===== src/rtl/fifo_write_arbiter_pkg.sv =====
// Shared sizing constants and port-identifier type for the two-writer byte FIFO.
// Also holds the pure round-robin selection function used by the arbiter.
package fifo_pkg;

  localparam int unsigned FIFO_DEPTH  = 4;
  localparam int unsigned FIFO_DATA_W = 8;
  localparam int unsigned LEVEL_W     = $clog2(FIFO_DEPTH) + 1;

  typedef enum logic {
    PORT0 = 1'b0,
    PORT1 = 1'b1
  } port_e;

  // One-hot pick among two requesters; on contention the port that did not win last time goes.
  function automatic logic [1:0] rr_pick(input logic [1:0] req, input port_e last);
    logic [1:0] g;
    g = '0;
    case (req)
      2'b01:   g = 2'b01;
      2'b10:   g = 2'b10;
      2'b11:   g = (last == PORT1) ? 2'b01 : 2'b10;
      default: g = '0;
    endcase
    return g;
  endfunction

endpackage


===== src/rtl/fifo_write_arbiter_rr_arbiter2.sv =====
// Two-request round-robin arbiter with its own last-grant history register.
// Grants nothing while reset is asserted or the enable is low.
module rr_arbiter2
  import fifo_pkg::*;
(
  input  logic       clk,
  input  logic       rst,
  input  logic       en,
  input  logic [1:0] req,
  output logic [1:0] gnt
);

  port_e last_q;
  port_e last_d;

  always_comb begin
    gnt    = '0;
    last_d = last_q;
    if (!rst && en) begin
      gnt = rr_pick(req, last_q);
      if (gnt[0]) begin
        last_d = PORT0;
      end else if (gnt[1]) begin
        last_d = PORT1;
      end
    end
  end

  // Reset history to port 1 so port 0 wins the first contention.
  always_ff @(posedge clk) begin
    if (rst) begin
      last_q <= PORT1;
    end else begin
      last_q <= last_d;
    end
  end

endmodule


===== src/rtl/fifo_write_arbiter.sv =====
// Two-producer, one-consumer byte FIFO: round-robin write grant, storage, pointers and
// saturating occupancy, with the head entry presented on a valid/ready read port.
module fifo_write_arbiter
  import fifo_pkg::*;
#(
  parameter int unsigned DATA_W = FIFO_DATA_W,
  parameter int unsigned DEPTH  = FIFO_DEPTH
) (
  input  logic                     clk,
  input  logic                     rst,
  input  logic                     req0_valid,
  input  logic [DATA_W-1:0]        req0_data,
  output logic                     req0_ready,
  input  logic                     req1_valid,
  input  logic [DATA_W-1:0]        req1_data,
  output logic                     req1_ready,
  output logic                     rd_valid,
  output logic [DATA_W-1:0]        rd_data,
  input  logic                     rd_ready,
  output logic [$clog2(DEPTH):0]   level,
  output logic                     full,
  output logic                     empty
);

  localparam int unsigned PTR_W = $clog2(DEPTH);
  localparam int unsigned LVL_W = $clog2(DEPTH) + 1;

  logic [DATA_W-1:0] mem_q [DEPTH];
  logic [PTR_W-1:0]  wr_ptr_q, wr_ptr_d;
  logic [PTR_W-1:0]  rd_ptr_q, rd_ptr_d;
  logic [LVL_W-1:0]  level_q, level_d;
  logic [1:0]        gnt;
  logic              wr_fire;
  logic              rd_fire;
  logic [DATA_W-1:0] wr_data;

  // Full is taken from registered level, so a same-cycle read never frees a slot for a write.
  assign full  = (level_q == LVL_W'(DEPTH));
  assign empty = (level_q == '0);
  assign level = level_q;

  rr_arbiter2 u_arb (
    .clk (clk),
    .rst (rst),
    .en  (!full),
    .req ({req1_valid, req0_valid}),
    .gnt (gnt)
  );

  assign req0_ready = gnt[0];
  assign req1_ready = gnt[1];

  assign rd_valid = !empty;
  assign rd_data  = mem_q[rd_ptr_q];

  always_comb begin
    wr_fire  = |gnt;
    rd_fire  = rd_ready && !empty && !rst;
    wr_data  = gnt[1] ? req1_data : req0_data;
    wr_ptr_d = wr_fire ? wr_ptr_q + 1'b1 : wr_ptr_q;
    rd_ptr_d = rd_fire ? rd_ptr_q + 1'b1 : rd_ptr_q;
    level_d  = level_q;
    case ({wr_fire, rd_fire})
      2'b10: if (level_q != LVL_W'(DEPTH)) level_d = level_q + LVL_W'(1);
      2'b01: if (level_q != '0)            level_d = level_q - LVL_W'(1);
      default: level_d = level_q;
    endcase
  end

  always_ff @(posedge clk) begin
    if (rst) begin
      wr_ptr_q <= '0;
      rd_ptr_q <= '0;
      level_q  <= '0;
    end else begin
      wr_ptr_q <= wr_ptr_d;
      rd_ptr_q <= rd_ptr_d;
      level_q  <= level_d;
    end
  end

  always_ff @(posedge clk) begin
    if (wr_fire) begin
      mem_q[wr_ptr_q] <= wr_data;
    end
  end

  a_one_grant: assert property (@(posedge clk) !(req0_ready && req1_ready));
  a_level_max: assert property (@(posedge clk) disable iff (rst) level_q <= LVL_W'(DEPTH));

endmodule

===== config.mk =====
export PLATFORM = sky130hd
export DESIGN_NAME = fifo_write_arbiter
export DESIGN_NICKNAME = d
export VERILOG_FILES = /design/src/rtl/fifo_write_arbiter_pkg.sv /design/src/rtl/fifo_write_arbiter_rr_arbiter2.sv /design/src/rtl/fifo_write_arbiter.sv
export SDC_FILE = /design/constraint.sdc
export NUM_CORES = 1
export LEC_CHECK = 0
export CAP_MARGIN = 10
export CORE_MARGIN = 2
export CORE_UTILIZATION = 46
export DETAILED_ROUTE_END_ITERATION = 7
export HOLD_SLACK_MARGIN = 0.02
export MAX_ROUTING_LAYER = met4
export PLACE_DENSITY = 0.75
export SYNTH_ARGS = -nofsm -noshare
export SYNTH_HDL_FRONTEND = slang
export SYNTH_SLANG_ARGS = --single-unit

===== constraint.sdc =====
create_clock -name clk -period 2.25 [get_ports clk]
set_clock_uncertainty 0.05 [all_clocks]
set_input_delay 0.3375 -clock clk [delete_from_list [all_inputs] [get_ports clk]]
set_output_delay 0.3375 -clock clk [all_outputs]
set_load 0.005 [all_outputs]

==> impl_metrics.env <==
export IMPL_status="finished, final reports clean"
export IMPL_synth_top_family_by_area="multiplexers"
export IMPL_wire_per_inst_um=15.2
export IMPL_yosys_register_bits=42
export IMPL_netlist_cell_type_count=29
export IMPL_synth_xor_xnor_area_share_pct=2.81
export IMPL_muxShareOfSynthArea_pct=16.7
export IMPL_ys_top_cells_by_count="edfxtp_1 (32), dfxtp_1 (10), nor2_1 (9)"
export IMPL_power_density_nw_per_um2=813
export IMPL_yosysTopAreaCell="edfxtp_1"
export IMPL_drtIter0Drc=24
export IMPL_seq_area_um2=1160
export IMPL_crit_slowest_cell="or3_4"
export IMPL_num_nets_final=205
export IMPL_synthCells=117
export IMPL_synth_fa_ha_area_share_pct=5.35
export IMPL_grt_pass1_wl_um=5230
export IMPL_leakagePower_nw=0.978
export IMPL_drt_first_pass_iters=4
export IMPL_worstPathRequired_ns=2.38
export IMPL_synth_net_count=146
export IMPL_die_height_um=67.8
export IMPL_worstPathCellList="or3_4 -> nand2_4 -> or2_4 -> inv_4 -> ha_4 -> xor2_2 -> ha_2 -> a21oi_2 -> xnor2_2 -> buf_4 -> a31o_2"
export IMPL_max_stage_delay_ns=0.40
export IMPL_critPathKind="register to register"
export IMPL_routed_wl_um=3450
export IMPL_vias=1135
export IMPL_port_buffers=36
export IMPL_yosys_top_cells_area="edfxtp_1 (51%), dfxtp_1 (11%), mux4_2 (9.6%), mux2_4 (6.4%), ha_1 (5.4%)"
export IMPL_multiInputGateArea_um2=732
export IMPL_htreeDepth=2
export IMPL_rows=23
export IMPL_seq_area_frac_synth_pct=62.1
export IMPL_numCtsBuffers=5
export IMPL_core_area_um2=3940
export IMPL_worstMarginPinSlew_ns=0.439
export IMPL_initial_core_util_pct=47.4
export IMPL_grt_ovfl_total=0
export IMPL_clock_root_buffer="clkbuf_8"
export IMPL_setup_violations=0
export IMPL_cp_start_kind="register"
export IMPL_place_area_um2=2410
export IMPL_ios=37
export IMPL_route_detailed_drc=0
export IMPL_synth_edff_count=32
export IMPL_die_width_um=67.8
export IMPL_hold_ws_ns=0.494
export IMPL_irDropWorstVdd_mv=0.425
export IMPL_synth_top_area_share_pct=51.4
export IMPL_clk_path_buf_depth=2
export IMPL_max_freq_ghz=0.448
export IMPL_fillCellCount=277
export IMPL_grt_pass1_vias=1149
export IMPL_yosysWarnings=0
export IMPL_reg2regPathDepth=11
export IMPL_cts_sinks=42
export IMPL_grt_max_degree=13
export IMPL_synthSimpleGateAreaFrac_pct=8.29
export IMPL_insertion_delay_ns=0.28
export IMPL_stdcell_area_um2=2590
export IMPL_hold_violations=0
export IMPL_synth_compound_area_share_pct=2.54
export IMPL_hp_class="register to register"
export IMPL_synth_ff_type="edfxtp_1"
export IMPL_synth_area_um2=1870
export IMPL_viasPerCell=5.00
export IMPL_maxCapViolCount=0
export IMPL_finalPower_w=0.00210
export IMPL_synthArstFlopShare_pct=0
export IMPL_ant_nets=0
export IMPL_critPathArrivalTime_ns=2.36
export IMPL_slew_violations=0
export IMPL_avgSynthCellArea_um2=16.0
export IMPL_slew_headroom_pct=70.8
export IMPL_diodes=0
export IMPL_antenna_found_initial=0
export IMPL_critPathCaptureType="register"
export IMPL_drive_gt1_share_pct=35.6
export IMPL_fin_crit_ns=2.23
export IMPL_synth_most_common_cell="edfxtp_1"
export IMPL_dpl_hpwl_um=2450
export IMPL_finalCritPeriodShare_pct=99.2
export IMPL_cts_tree="yes"
export IMPL_grtUsageTotal_pct=16.4
export IMPL_path_clk_slew_ns=0.07
export IMPL_place_gp_congestion=0.829
export IMPL_syn_to_final_growth_pct=38.3
export IMPL_min_path_cells=1
export IMPL_dieArea_um2=4590
export IMPL_path_max_fanout=2
export IMPL_rsz0062_at_grt="true"
[sequential cells by signal (all words and copies together) (netlist names), named ones only]
register      count
level             3
mem_q            32
rd_ptr_q          2
u_arb.last_q      1
wr_ptr_q          2
[power by group]
group / internal, W / switching, W / total, W / leakage (nW)
combinational: 0.000407 / 0.000261 / 0.000669 / 0.555
sequential: 0.000917 / 0.0000341 / 0.000951 / 0.375
clock: 0.000247 / 0.000235 / 0.000483 / 0.0482
[cells in the final DEF, fill, tap and decap left out, types with 2 or more instances in the layout]
cell type,n
clkdlybuf4s50_1,34
ha_1,5
clkbuf_8,6
inv_1,4
dfxtp_2,2
nor2_1,9
a21oi_2,2
dfxtp_1,8
mux2_4,8
nand2_1,5
edfxtp_1,32
a21oi_1,2
xor2_1,2
ha_2,2
and2_1,4
buf_4,19
xnor2_1,2
mux4_2,8
[per-stage QoR]
step	cells	setup TNS, ns	worst slack (ns)	utilization, %
4_1_cts	225	0	0.0158	63.9
3_5_place_dp	216	-0.634	-0.291	61.2
5_1_grt	227	-0.0807	-0.0594	65.6
6_report	227	0	0.0181	65.6
3_3_place_gp	216	-0.414	-0.177	61.2
2_1_floorplan	117	0	0.0123	-
[layer usage]
layer | routed length [µm] | GRT usage, % | up-vias
met5 | 0 | - | -
met4 | 13 | 5.25 | 0
met3 | 141 | 3.50 | 2
met2 | 1900 | 28.3 | 26
met1 | 1400 | 19.1 | 563
li1 | - | - | 544
[kinds of logic after synthesis]
group                    count (synthesis)
AO/OA/AOI/OAI                            7
XOR/XNOR                                 6
AND/OR/NAND/NOR                         28
buffers and inverters                    9
flip-flops                              42
multiplexers                            17
adder cells (fa/ha/maj)                  8
[final cells by class]
type / count / area share [%]
clock buffers: 7 / 3.34
clock inverters: 1 / 0.194
inverters: 5 / 0.822
multi-input cells: 66 / 28.3
flip-flops and latches: 42 / 45.0
well taps: 50 / 2.42
repair buffers: 56 / 19.9
[worst max-delay path, delay by kind of cell, from the launching register on]
| kind | cells | cell delay, ns |
|---|---|---|
| AND/OR/NAND/NOR | 3 | 0.60 |
| AO/OA/AOI/OAI | 2 | 0.36 |
| adder cells (fa/ha/maj) | 2 | 0.35 |
| flip-flops | 1 | 0.33 |
| XOR/XNOR | 2 | 0.27 |
| buffers and inverters | 2 | 0.17 |
[repair_timing]
item                                    in CTS  in global routing
gates resized for setup                      4                 12
hold buffers                                 0                  0
pin swaps                                    1                  8
endpoints found under the setup margin       3                  5
buffers inserted                             1                  2
[path summary, 6_finish.rpt]
path / from / to / slack, ns
setup reg to reg: level[1] / level[2] / 0.02
hold / removal: u_arb.last_q / u_arb.last_q / 0.49
setup / recovery: level[1] / level[2] / 0.02
hold reg to reg: u_arb.last_q / u_arb.last_q / 0.49
No activity file was read; power rests on OpenSTA's default activity.
